`src/rtl/mul_unit.sv`:
```
// Sequential radix-2 shift-add multiplier: 32 CALC iterations plus one SIGN
// fix-up cycle, signed or unsigned operands, registered 2*WIDTH-bit product.
module mul_unit #(
  parameter int WIDTH = 32
) (
  input  logic             clock,
  input  logic             reset,
  input  logic             start,
  input  logic             signed_mode,
  input  logic [WIDTH-1:0] op_a,
  input  logic [WIDTH-1:0] op_b,
  output logic             busy,
  output logic             done,
  output logic [WIDTH-1:0] result_lo,
  output logic [WIDTH-1:0] result_hi
);

  typedef enum logic [1:0] {IDLE, CALC, SIGN} state_t;

  localparam logic [5:0] LAST_ITER = 6'(WIDTH - 1);

  state_t             state, state_nxt;
  logic [WIDTH-1:0]   mcand, mplier;
  logic [2*WIDTH-1:0] acc;
  logic [5:0]         count;
  logic               neg;
  logic               sa, sb;
  logic [WIDTH-1:0]   mag_a, mag_b;
  logic [WIDTH:0]     sum;

  assign sa    = signed_mode & op_a[WIDTH-1];
  assign sb    = signed_mode & op_b[WIDTH-1];
  // -2^(WIDTH-1) negates to itself, which is already the correct magnitude
  assign mag_a = sa ? -op_a : op_a;
  assign mag_b = sb ? -op_b : op_b;
  assign sum   = {1'b0, acc[2*WIDTH-1:WIDTH]} + (mplier[0] ? {1'b0, mcand} : '0);
  assign busy  = (state != IDLE);

  always_ff @(posedge clock) begin
    if (reset) state <= IDLE;
    else       state <= state_nxt;
  end

  always_comb begin
    state_nxt = state;
    case (state)
      IDLE:    if (start) state_nxt = CALC;
      CALC:    if (count == LAST_ITER) state_nxt = SIGN;
      SIGN:    state_nxt = IDLE;
      default: state_nxt = IDLE;
    endcase
  end

  always_ff @(posedge clock) begin
    if (reset) begin
      mcand     <= '0;
      mplier    <= '0;
      acc       <= '0;
      count     <= '0;
      neg       <= 1'b0;
      done      <= 1'b0;
      result_lo <= '0;
      result_hi <= '0;
    end else begin
      done <= 1'b0;
      case (state)
        IDLE: begin
          if (start) begin
            neg    <= sa ^ sb;
            mcand  <= mag_a;
            mplier <= mag_b;
            acc    <= '0;
            count  <= '0;
          end
        end
        CALC: begin
          // carry lands in the top bit as the accumulator shifts right
          acc    <= {sum, acc[WIDTH-1:1]};
          mplier <= mplier >> 1;
          count  <= count + 6'd1;
        end
        SIGN: begin
          {result_hi, result_lo} <= neg ? -acc : acc;
          done <= 1'b1;
        end
        default: ;
      endcase
    end
  end

endmodule

```
`config.mk`:
```
export PLATFORM = sky130hd
export DESIGN_NAME = mul_unit
export DESIGN_NICKNAME = d
export VERILOG_FILES = /design/src/rtl/mul_unit.sv
export SDC_FILE = /design/constraint.sdc
export NUM_CORES = 1
export LEC_CHECK = 0
export CAP_MARGIN = 15
export CORE_MARGIN = 2
export CORE_UTILIZATION = 51
export DETAILED_ROUTE_END_ITERATION = 10
export GPL_TIMING_DRIVEN = 0
export MAX_ROUTING_LAYER = met4
export PLACE_DENSITY = 0.77
export SLEW_MARGIN = 20
export SYNTH_ARGS = -nofsm -noshare
export SYNTH_HDL_FRONTEND = slang
export SYNTH_SLANG_ARGS = --single-unit
```
`constraint.sdc`:
```
create_clock -name clock -period 3.45 [get_ports clock]
set_input_delay 0.345 -clock clock [delete_from_list [all_inputs] [get_ports clock]]
set_output_delay 0.345 -clock clock [all_outputs]
set_load 0.03 [all_outputs]
```
==> results of run 1 <==
==> worst max path at each step <==
stage	endpoint	slack (ns)	depth (start not counted)
6_report	result_hi[30]	-0.006	8
5_1_grt	result_hi[20]	-0.08	8
4_1_cts	result_hi[20]	-0.06	8
3_5_place_dp	mcand[30]	-0.24	10
3_3_place_gp	result_hi[20]	-0.21	9
2_1_floorplan	result_hi[25]	0.12	9
==> where the power goes <==
part | switching (mW) | total, mW | internal (mW)
clock | 0.933 | 2.38 | 1.45
sequential | 0.0430 | 2.44 | 2.40
combinational | 0.351 | 0.587 | 0.236
total | 1.33 | 5.42 | 4.09
==> repair_timing <==
item,4_1_cts,5_1_grt
gates resized for setup,12,15
pin swaps,10,8
buffers inserted,4,5
setup endpoints to repair,19,23
hold buffers,0,0
==> placed cells by master, fill, tap and decap left out, drive strengths merged, types with 2 or more instances in the layout <==
cell,count
o41ai,21
nand3,24
ha,36
clkinvlp,2
a22o,33
or4,24
o21ai,109
o21a,4
nand3b,4
nor2b,5
a21o,12
clkdlybuf4s50,133
nor4,10
a311oi,2
o21bai,5
and3,3
clkbuf,115
nand2,145
and2,36
xor2,97
nor2,101
o31ai,34
inv,22
nand4,13
o31a,3
nor3,18
a221oi,4
nand2b,14
a211oi,65
o211ai,7
dfxtp,202
a21oi,92
or3,12
xnor2,49
a31oi,4
o22ai,8
a22oi,26
buf,18
or2,10
==> sequential cells by signal (all words and copies together) (netlist names) <==
signal and count:
acc 64, count 6, done 1, mcand 32, mplier 32, neg 1, result_hi 32, result_lo 32
state 2
==> worst max-delay path, delay by kind of cell, from the launching register on <==
family | cells | cell delay [ns]
flip-flops | 1 | 0.35
AO/OA/AOI/OAI | 2 | 0.36
AND/OR/NAND/NOR | 5 | 2.33
XOR/XNOR | 1 | 0.26
==> kinds of logic after synthesis <==
kind of cell,after synthesis
compound gates,435
simple gates,422
flops,202
xor+xnor,146
buf+inv,111
fa+ha+maj,37
mux,1
==> area by class of cell <==
class	instances	area, sq um
fillers	1940	7900
multi-input cells	1041	6750
flip-flops and latches	202	4050
repair buffers	142	1400
clock buffers	35	691
well taps	280	350
plain buffers	89	344
inverters	21	78.8
clock inverters	5	61.3
==> routing by layer <==
metal	share of wire [%]	vias up	global-route usage (%)	routed length, um
met3	6.0	60	3.29	1740
met5	0	-	-	0
met4	2.6	0	7.27	762
li1	-	5246	-	-
met1	46	4764	33.9	13500
met2	45	303	40.1	13100
==> through the flow <==
step / util [%] / power [mW] / cell area (sq um)
finish: 63.5 / 5.42 / 13700
global route: 63.5 / 5.60 / 13700
CTS: 63.0 / 5.45 / 13600
detailed placement: 59.2 / 3.07 / 12800
global placement: 59.2 / 3.06 / 12800
floorplan: - / 2.84 / 11100
==> impl_metrics.toml, run 1 <==
[run_status]
outcome = "complete, but fails checks"
failed_checks = "setup timing"

[floorplan]
die_area_sq_mm = 0.0230
dieHeight_um = 152
die_w_um = 152
ios = 134
core_sq_mm = 0.0216
rows = 54
initial_core_util_pct = 51.5

[route]
wl_per_cell_um = 16.1
num_vias = 10373
dr.pass1.iters = 5
post_drt_via_cell_ratio = 5.72
routed_wl_um = 29200
final_antenna_net_count = 0
drt_iter0_markers = 545
route.detailed.drc = 0

[synth]
synth-seq-area-share_pct = 36.4
synthSimpleGateAreaFrac_pct = 18.4
yosys.area.top_type = "dfxtp_1"
synth_compound_area_share_pct = 25.7
yosysMostFrequentCell = "dfxtp_1"
syn_inst = 1354
synthArstFlopShare_pct = 0
syn_area_sq_mm = 0.0111
synth.distinct_cells = 55
muxShareOfSynthArea_pct = 0.0900
synth_top_cell_area_share_pct = 36.4
synth_fa_ha_area_share_pct = 4.23
ys.flop_type = "dfxtp_1"
synth_edf_count = 0
synthXorXnorAreaFrac_pct = 11.5
netlist_top_cells_count = "202 x dfxtp_1, 145 x nand2_1, 108 x o21ai_0"
syn_area_per_cell_sq_um = 8.22
syn_nets = 1459
synth_top_family_by_area = "compound AO/OA/AOI/OAI gates"
synth_area_leaders = "dfxtp_1 36%, xor2_1 7.6%, nand2_1 4.9%, o21ai_0 4.9%, a211oi_1 4.4%"
yosys_warnings = 0
synth_seq_cells = 202

[clocking]
cts-buffers-inserted = 22
path_clk_slew_ns = 0.06
clk_latency_ns = 0.51
root_buffer = "clkbuf_16"
tritoncts = "done"
clockBufferDepth = 3
htreeDepth = 1
clkSinkCount = 202

[place]
dpl_worst_slack_ns = -0.243
place_congestion = 0.934
place_hpwl_um = 22700
io_buffers = 133
dp.cells = 1767

[grt]
grt_pass1_wl_um = 46000
grt_overflow = 0
antenna_found_initial = 0
grt_max_degree = 14
grt_pass1_vias = 9315
track_usage_pct = 25.3

[timing]
rsz0062_at_grt = "true"
post-route-period-util_pct = 100
max_slew_margin_pct = 50.0
fin_ws_ns = -0.00612
fin_skew_ns = 0.0225
period_minus_slack_ns = 3.46
drv_slew = 0
hold_viol = 0
worst_pin_slew_ns = 0.750
setup_violations = 1
hold_slack_ns = 0.451
finalSetupTns_ns = -0.00612
fmax_mhz = 289

[pwr]
ir_worst_vdd_uv = 316
leakage_nw = 5.08
p_per_area_mw_per_mm2 = 395

[critical_path]
reg2reg_to = "result_hi[30]"
startpoint = "acc[8]"
worstRegToRegCells = 8
cp-start-kind = "flip-flop"
regToRegSetupSlack_ns = -0.006
cp_slowest_cell = "or4_4"
criticalPathCategory = "flip-flop to flip-flop"
worstPathRequired_ns = 3.82
r2r_start = "acc[8]"
critPathMaxFanout = 8
arrival_ns = 3.82
cp_cell_sequence = "or4_4 -> or3_4 -> or4_4 -> or4_4 -> nand3b_1 -> o21ai_0 -> xor2_1 -> o21ai_0"
cp-end-kind = "flip-flop"
slowest_delay_ns = 0.57
cp_common_cell = "or4_4"

[job]
maxCapViolCount = 0

[layout]
drive_gt1_share_pct = 5.34
synthToLayoutAreaGrowth_pct = 23.4
antenna_cells = 0
layout.nets = 1624
layout.cells.non_filler = 1815

[worst_hold_path]
hp-start = "result_hi[20]"
holdPathStages = 2
hold_end = "result_hi[20]"
hold_class = "flip-flop to flip-flop"
Note: power is estimated with default switching activity, not from simulation.
==> run 2, diff against run 1 <==
--- a/config.mk
+++ b/config.mk
@@ -6,6 +6,6 @@
 export NUM_CORES = 1
 export LEC_CHECK = 0
+export ABC_CLOCK_PERIOD_IN_PS = 3450
 export CAP_MARGIN = 15
-export CORE_MARGIN = 2
 export CORE_UTILIZATION = 51
 export DETAILED_ROUTE_END_ITERATION = 10
==> constraint.sdc (replaced) <==
create_clock -name clock -period 3.45 [get_ports clock]
set_input_delay 0.345 -clock clock [delete_from_list [all_inputs] [get_ports clock]]
set_output_delay 0.345 -clock clock [all_outputs]
set_load 0.01 [all_outputs]
==> run 2 against run 1 <==
  * Clock power fell by 3%
  * Highest routed layer unchanged
  * Sequential share of layout area rose by 0.056 points
  * The run now ends clean
  * First-iteration DRC count up 17%
  * Critical endpoint unchanged
  * Critical path depth unchanged
  * Via count up 0.47%
  * Die area fell by 2.6%
==> impl_metrics.toml, run 2 (synthesized netlist as in run 1, its figures left out) <==
[route]
wl_per_cell_um = 16.3
drt_iter0_markers = 636
post_drt_via_cell_ratio = 5.77
num_vias = 10422
dr.pass1.iters = 5
final_antenna_net_count = 0
routed_wl_um = 29400
route.detailed.drc = 0

[grt]
grt_overflow = 0
antenna_found_initial = 0
grt_util_met2_pct = 43.6
grtUsageMet3_pct = 2.93
grt_max_degree = 16
grt_pass1_vias = 9652
track_usage_pct = 26.6
use_met1_pct = 35.3
grt_busiest_layer = "met2"
grt_pass1_wl_um = 47200

[floorplan]
dieHeight_um = 150
initial_core_util_pct = 52.4
die_area_sq_mm = 0.0224
die_w_um = 150
core_sq_mm = 0.0212
ios = 134
rows = 53

[timing]
period_minus_slack_ns = 3.33
drv_slew = 0
rsz0062_at_grt = "false"
setup_violations = 0
fin_skew_ns = 0.0132
hold_slack_ns = 0.451
fin_ws_ns = 0.117
post-route-period-util_pct = 96.6
hold_viol = 0
worst_pin_slew_ns = 0.764
max_slew_margin_pct = 49.1
fmax_mhz = 300
finalSetupTns_ns = 0

[place]
dpl_worst_slack_ns = -0.235
place_congestion = 0.917
place_hpwl_um = 22600
io_buffers = 133

[critical_path]
crit_path_end = "result_hi[30]"
reg2reg_to = "result_hi[30]"
arrival_ns = 3.71
cp-start-kind = "flip-flop"
worstPathRequired_ns = 3.82
worstRegToRegCells = 8
critPathMaxFanout = 7
regToRegSetupSlack_ns = 0.12
cp-end-kind = "flip-flop"
criticalPathCategory = "flip-flop to flip-flop"
r2r_start = "acc[3]"
startpoint = "acc[3]"

[layout]
final_core_util_pct = 64.7
final_common_cell = "dfxtp_1"
antenna_cells = 0
regMostFlops = "acc"
seqCellArea_sq_mm = 0.00406
final_cell_mix = "197 x dfxtp_1, 145 x nand2_1, 133 x clkdlybuf4s50_1"
layout.nets = 1624
multiInputGateArea_sq_mm = 0.00678
drive_gt1_share_pct = 5.81
synthToLayoutAreaGrowth_pct = 23.3
fill_cells = 1839
largest_register_ffs = 64

[pwr]
total_power_mw = 5.33
ir_worst_vdd_uv = 261
p_per_area_mw_per_mm2 = 388
leakage_nw = 5.08

[job]
maxCapViolCount = 0

[worst_hold_path]
hp-start = "mcand[31]"
hold_class = "flip-flop to flip-flop"

[clocking]
root_buffer = "clkbuf_16"
clkSinkCount = 202
path_clk_slew_ns = 0.06
clockBufferDepth = 3
cts-buffers-inserted = 22
htreeDepth = 1
tritoncts = "done"
clk_latency_ns = 0.51

[run_status]
outcome = "finished clean"
==> run 2: cell count changes in the layout (fill, tap and decap cells not counted), moves of 2 or more <==
cell,before,now
o31ai_2,1,3
dfxtp_4,2,4
clkinv_2,1,3
clkbuf_1,83,79
clkbuf_8,7,2
o31ai_1,33,31
==> run 2: per-layer routing <==
layer | vias to the layer above | part of all wire (%)
met4 | 0 | 1.6
li1 | 5243 | -
met3 | 32 | 6.3
met5 | - | 0
met2 | 331 | 46
met1 | 4816 | 46
==> run 2: repair_timing <==
action                     CTS  global route
pin swaps                    8             7
hold buffers                 0             0
resized for setup           20            17
buffers inserted             7             3
cloned                       0             0
setup endpoints to repair   18            21
==> run 2: critical path: stages (launching register included) <==
cell	delay [ns]
dfxtp_1	0.39
or4_1	0.57
or2_2	0.35
or4_4	0.42
or4_4	0.55
nand3b_1	0.30
o21ai_1	0.23
xor2_1	0.27
o21ai_0	0.12
==> run 2: layout make-up <==
| class | instances | share of cell area [%] |
|---|---|---|
| inverters | 21 | 0.575 |
| well taps | 275 | 2.51 |
| clock buffers | 27 | 4.45 |
| clock inverters | 10 | 0.702 |
| flip-flops and latches | 202 | 29.6 |
| repair buffers | 143 | 10.2 |
| multi-input cells | 1041 | 49.4 |
| plain buffers | 88 | 2.48 |
==> run 2: how the worst min path moves through the flow <==
stage                            to  slack, ns  cells past startpoint
after floorplan           mplier[2]       0.43                      2
after global placement    mcand[31]       0.44                      2
after detailed placement  mcand[31]       0.44                      2
after CTS                 mcand[31]       0.45                      2
after global routing      mplier[2]       0.46                      2
final                     mcand[31]       0.45                      2
==> run 2: report_power, final <==
group          internal (mW)  switching [mW]  total (mW)
Combinational          0.236           0.353       0.589
Sequential              2.40          0.0420        2.44
Clock                   1.34           0.959        2.30
==> run 2: through the flow <==
stage          instances  instance area (sq um)
2_1_floorplan       1354                  11100
3_5_place_dp        1762                  12800
4_1_cts             1804                  13600
6_report            1807                  13700
5_1_grt             1807                  13700
3_3_place_gp        1762                  12800
==> run 3, diff against run 2 <==
- HOLD_SLACK_MARGIN: not set -> 0.03
- SLEW_MARGIN: 20 -> not set
- TNS_END_PERCENT: not set -> 5
==> run 3 against run 2 <==
  * Worst hold slack worse by 0.0011 ns
  * Cell area fell by 0.18%
  * Critical path depth unchanged
  * Clock skew increased by 0.00058 ns
  * Register-to-register slack worse by 0.02 ns
  * Maximum frequency down 0.51%
  * Combinational power about the same
  * Clock power about the same
  * Routed wire length decreased by 0.13%
  * Largest power group unchanged
  * Via count about the same
  * Final cell count fell by 0.22%
  * Sequential cell count did not move
==> impl_metrics.toml, run 3 (synthesized netlist as in run 1, its figures left out) <==
[layout]
seqCellArea_sq_mm = 0.00405
synthToLayoutAreaGrowth_pct = 23.1
final_core_util_pct = 64.5
antenna_cells = 0
layout.nets = 1620
largest_register_ffs = 64
final_common_cell = "dfxtp_1"
fill_cells = 1845
drive_gt1_share_pct = 5.56
multiInputGateArea_sq_mm = 0.00680
stdcell_area_sq_mm = 0.0137
regMostFlops = "acc"
final_cell_mix = "198 x dfxtp_1, 145 x nand2_1, 133 x clkdlybuf4s50_1"

[critical_path]
cp_slowest_cell = "or4_4"
r2r_start = "acc[11]"
crit_buf_inv = 0
slowest_delay_ns = 0.55
regToRegSetupSlack_ns = 0.1
cp_cell_sequence = "or4_4 -> or3_4 -> or4_4 -> or4_4 -> nand3b_1 -> o41ai_2 -> xor2_1 -> o21ai_0"
cpLargestDelayFamily = "simple AND/OR/NAND/NOR gates"
criticalPathCategory = "flip-flop to flip-flop"
cp-start-kind = "flip-flop"
cp_common_cell = "or4_4"
startpoint = "acc[11]"
cp-end-kind = "flip-flop"
critPathMaxFanout = 6
arrival_ns = 3.72
worstPathRequired_ns = 3.82

[run_status]
outcome = "finished clean"

[worst_hold_path]
hold_class = "flip-flop to flip-flop"
hp-start = "mcand[31]"

[place]
dpl_cell_area_sq_mm = 0.0128
place_congestion = 0.917
place_hpwl_um = 22600
io_buffers = 133

[route]
drt_iter0_markers = 617
route.detailed.drc = 0
wl_per_cell_um = 16.3
num_vias = 10426
post_drt_via_cell_ratio = 5.78
dr.pass1.iters = 5
final_antenna_net_count = 0
routed_wl_um = 29300

[floorplan]
dieHeight_um = 150
initial_core_util_pct = 52.4
core_sq_mm = 0.0212
rows = 53
die_w_um = 150
ios = 134
die_area_sq_mm = 0.0224

[timing]
setup_violations = 0
drv_slew = 0
fmax_mhz = 299
post-route-period-util_pct = 97.1
max_slew_margin_pct = 49.1
period_minus_slack_ns = 3.35
rsz0062_at_grt = "false"
fin_skew_ns = 0.0138
hold_viol = 0
worst_pin_slew_ns = 0.764

[clocking]
root_buffer = "clkbuf_16"
htreeDepth = 1
clk_latency_ns = 0.51
clockBufferDepth = 3
hold_buffers = 0
clkSinkCount = 202
tritoncts = "done"
path_clk_slew_ns = 0.06
cts-buffers-inserted = 22

[pwr]
pwr-share-seq_pct = 45.8
p_per_area_mw_per_mm2 = 390
ir_worst_vdd_uv = 260
p_int_mw = 3.98
leakage_nw = 5.05
p_sw_share_pct = 25.4
power.share.clock_pct = 43.1
comb_power_share_pct = 11.1
switchingPower_mw = 1.36

[grt]
grt_max_degree = 16
track_usage_pct = 26.6
grt_overflow = 0
antenna_found_initial = 0
grt_pass1_vias = 9629
grt_pass1_wl_um = 47100

[job]
maxCapViolCount = 0
[run 3: layer usage]
layer | routed length [um] | track usage [%] | part of all wire (%) | vias to the layer above
li1 | - | - | - | 5240
met1 | 13700 | 35.2 | 47 | 4830
met2 | 13400 | 43.5 | 46 | 323
met3 | 1790 | 2.93 | 6.1 | 33
met4 | 474 | 5.81 | 1.6 | 0
met5 | 0 | - | 0 | -
[run 3: through the flow]
stage	setup WS, ns	cells	TNS, ns	power [mW]	hold WS (ns)
after floorplan	0.125	1354	0	2.84	0.432
after global placement	-0.204	1762	-1.60	3.06	0.438
after detailed placement	-0.235	1762	-2.17	3.07	0.444
after CTS	-0.0529	1800	-0.0529	5.35	0.452
after global routing	0.00305	1803	0	5.51	0.464
final	0.100	1803	0	5.33	0.450
[run 3: tightest hold or removal path: stages (launching register included)]
cell	delay, ns
dfxtp_1	0.30
nand2_1	0.05
a21oi_1	0.05
[run 3: cell type report]
cell class | instances | area share (%)
Sequential cell | 202 | 29.6
Clock inverter | 10 | 0.703
Tap cell | 275 | 2.51
Buffer | 87 | 2.40
Multi-Input combinational cell | 1041 | 49.6
Timing Repair Buffer | 140 | 10.1
Clock buffer | 27 | 4.46
Inverter | 21 | 0.576
[run 3: path summary, 6_finish.rpt]
path,end,cells after the start
worst max-delay path,result_hi[20],8
worst min-delay path,mcand[31],2
worst max register to register,result_hi[20],8
worst min register to register,mcand[31],2
[run 3: timing repair]
action	4_1_cts	5_1_grt
setup buffers	3	4
gates resized for setup	18	19
endpoints found under the setup margin	18	24
pin swaps	6	12
[run 3: power groups by stage]
stage	combinational, mW	clock [mW]	sequential [mW]
after floorplan	0.359	0	2.48
after global placement	0.564	0	2.49
after detailed placement	0.574	0	2.50
after CTS	0.583	2.32	2.44
after global routing	0.649	2.41	2.45
final	0.592	2.30	2.44
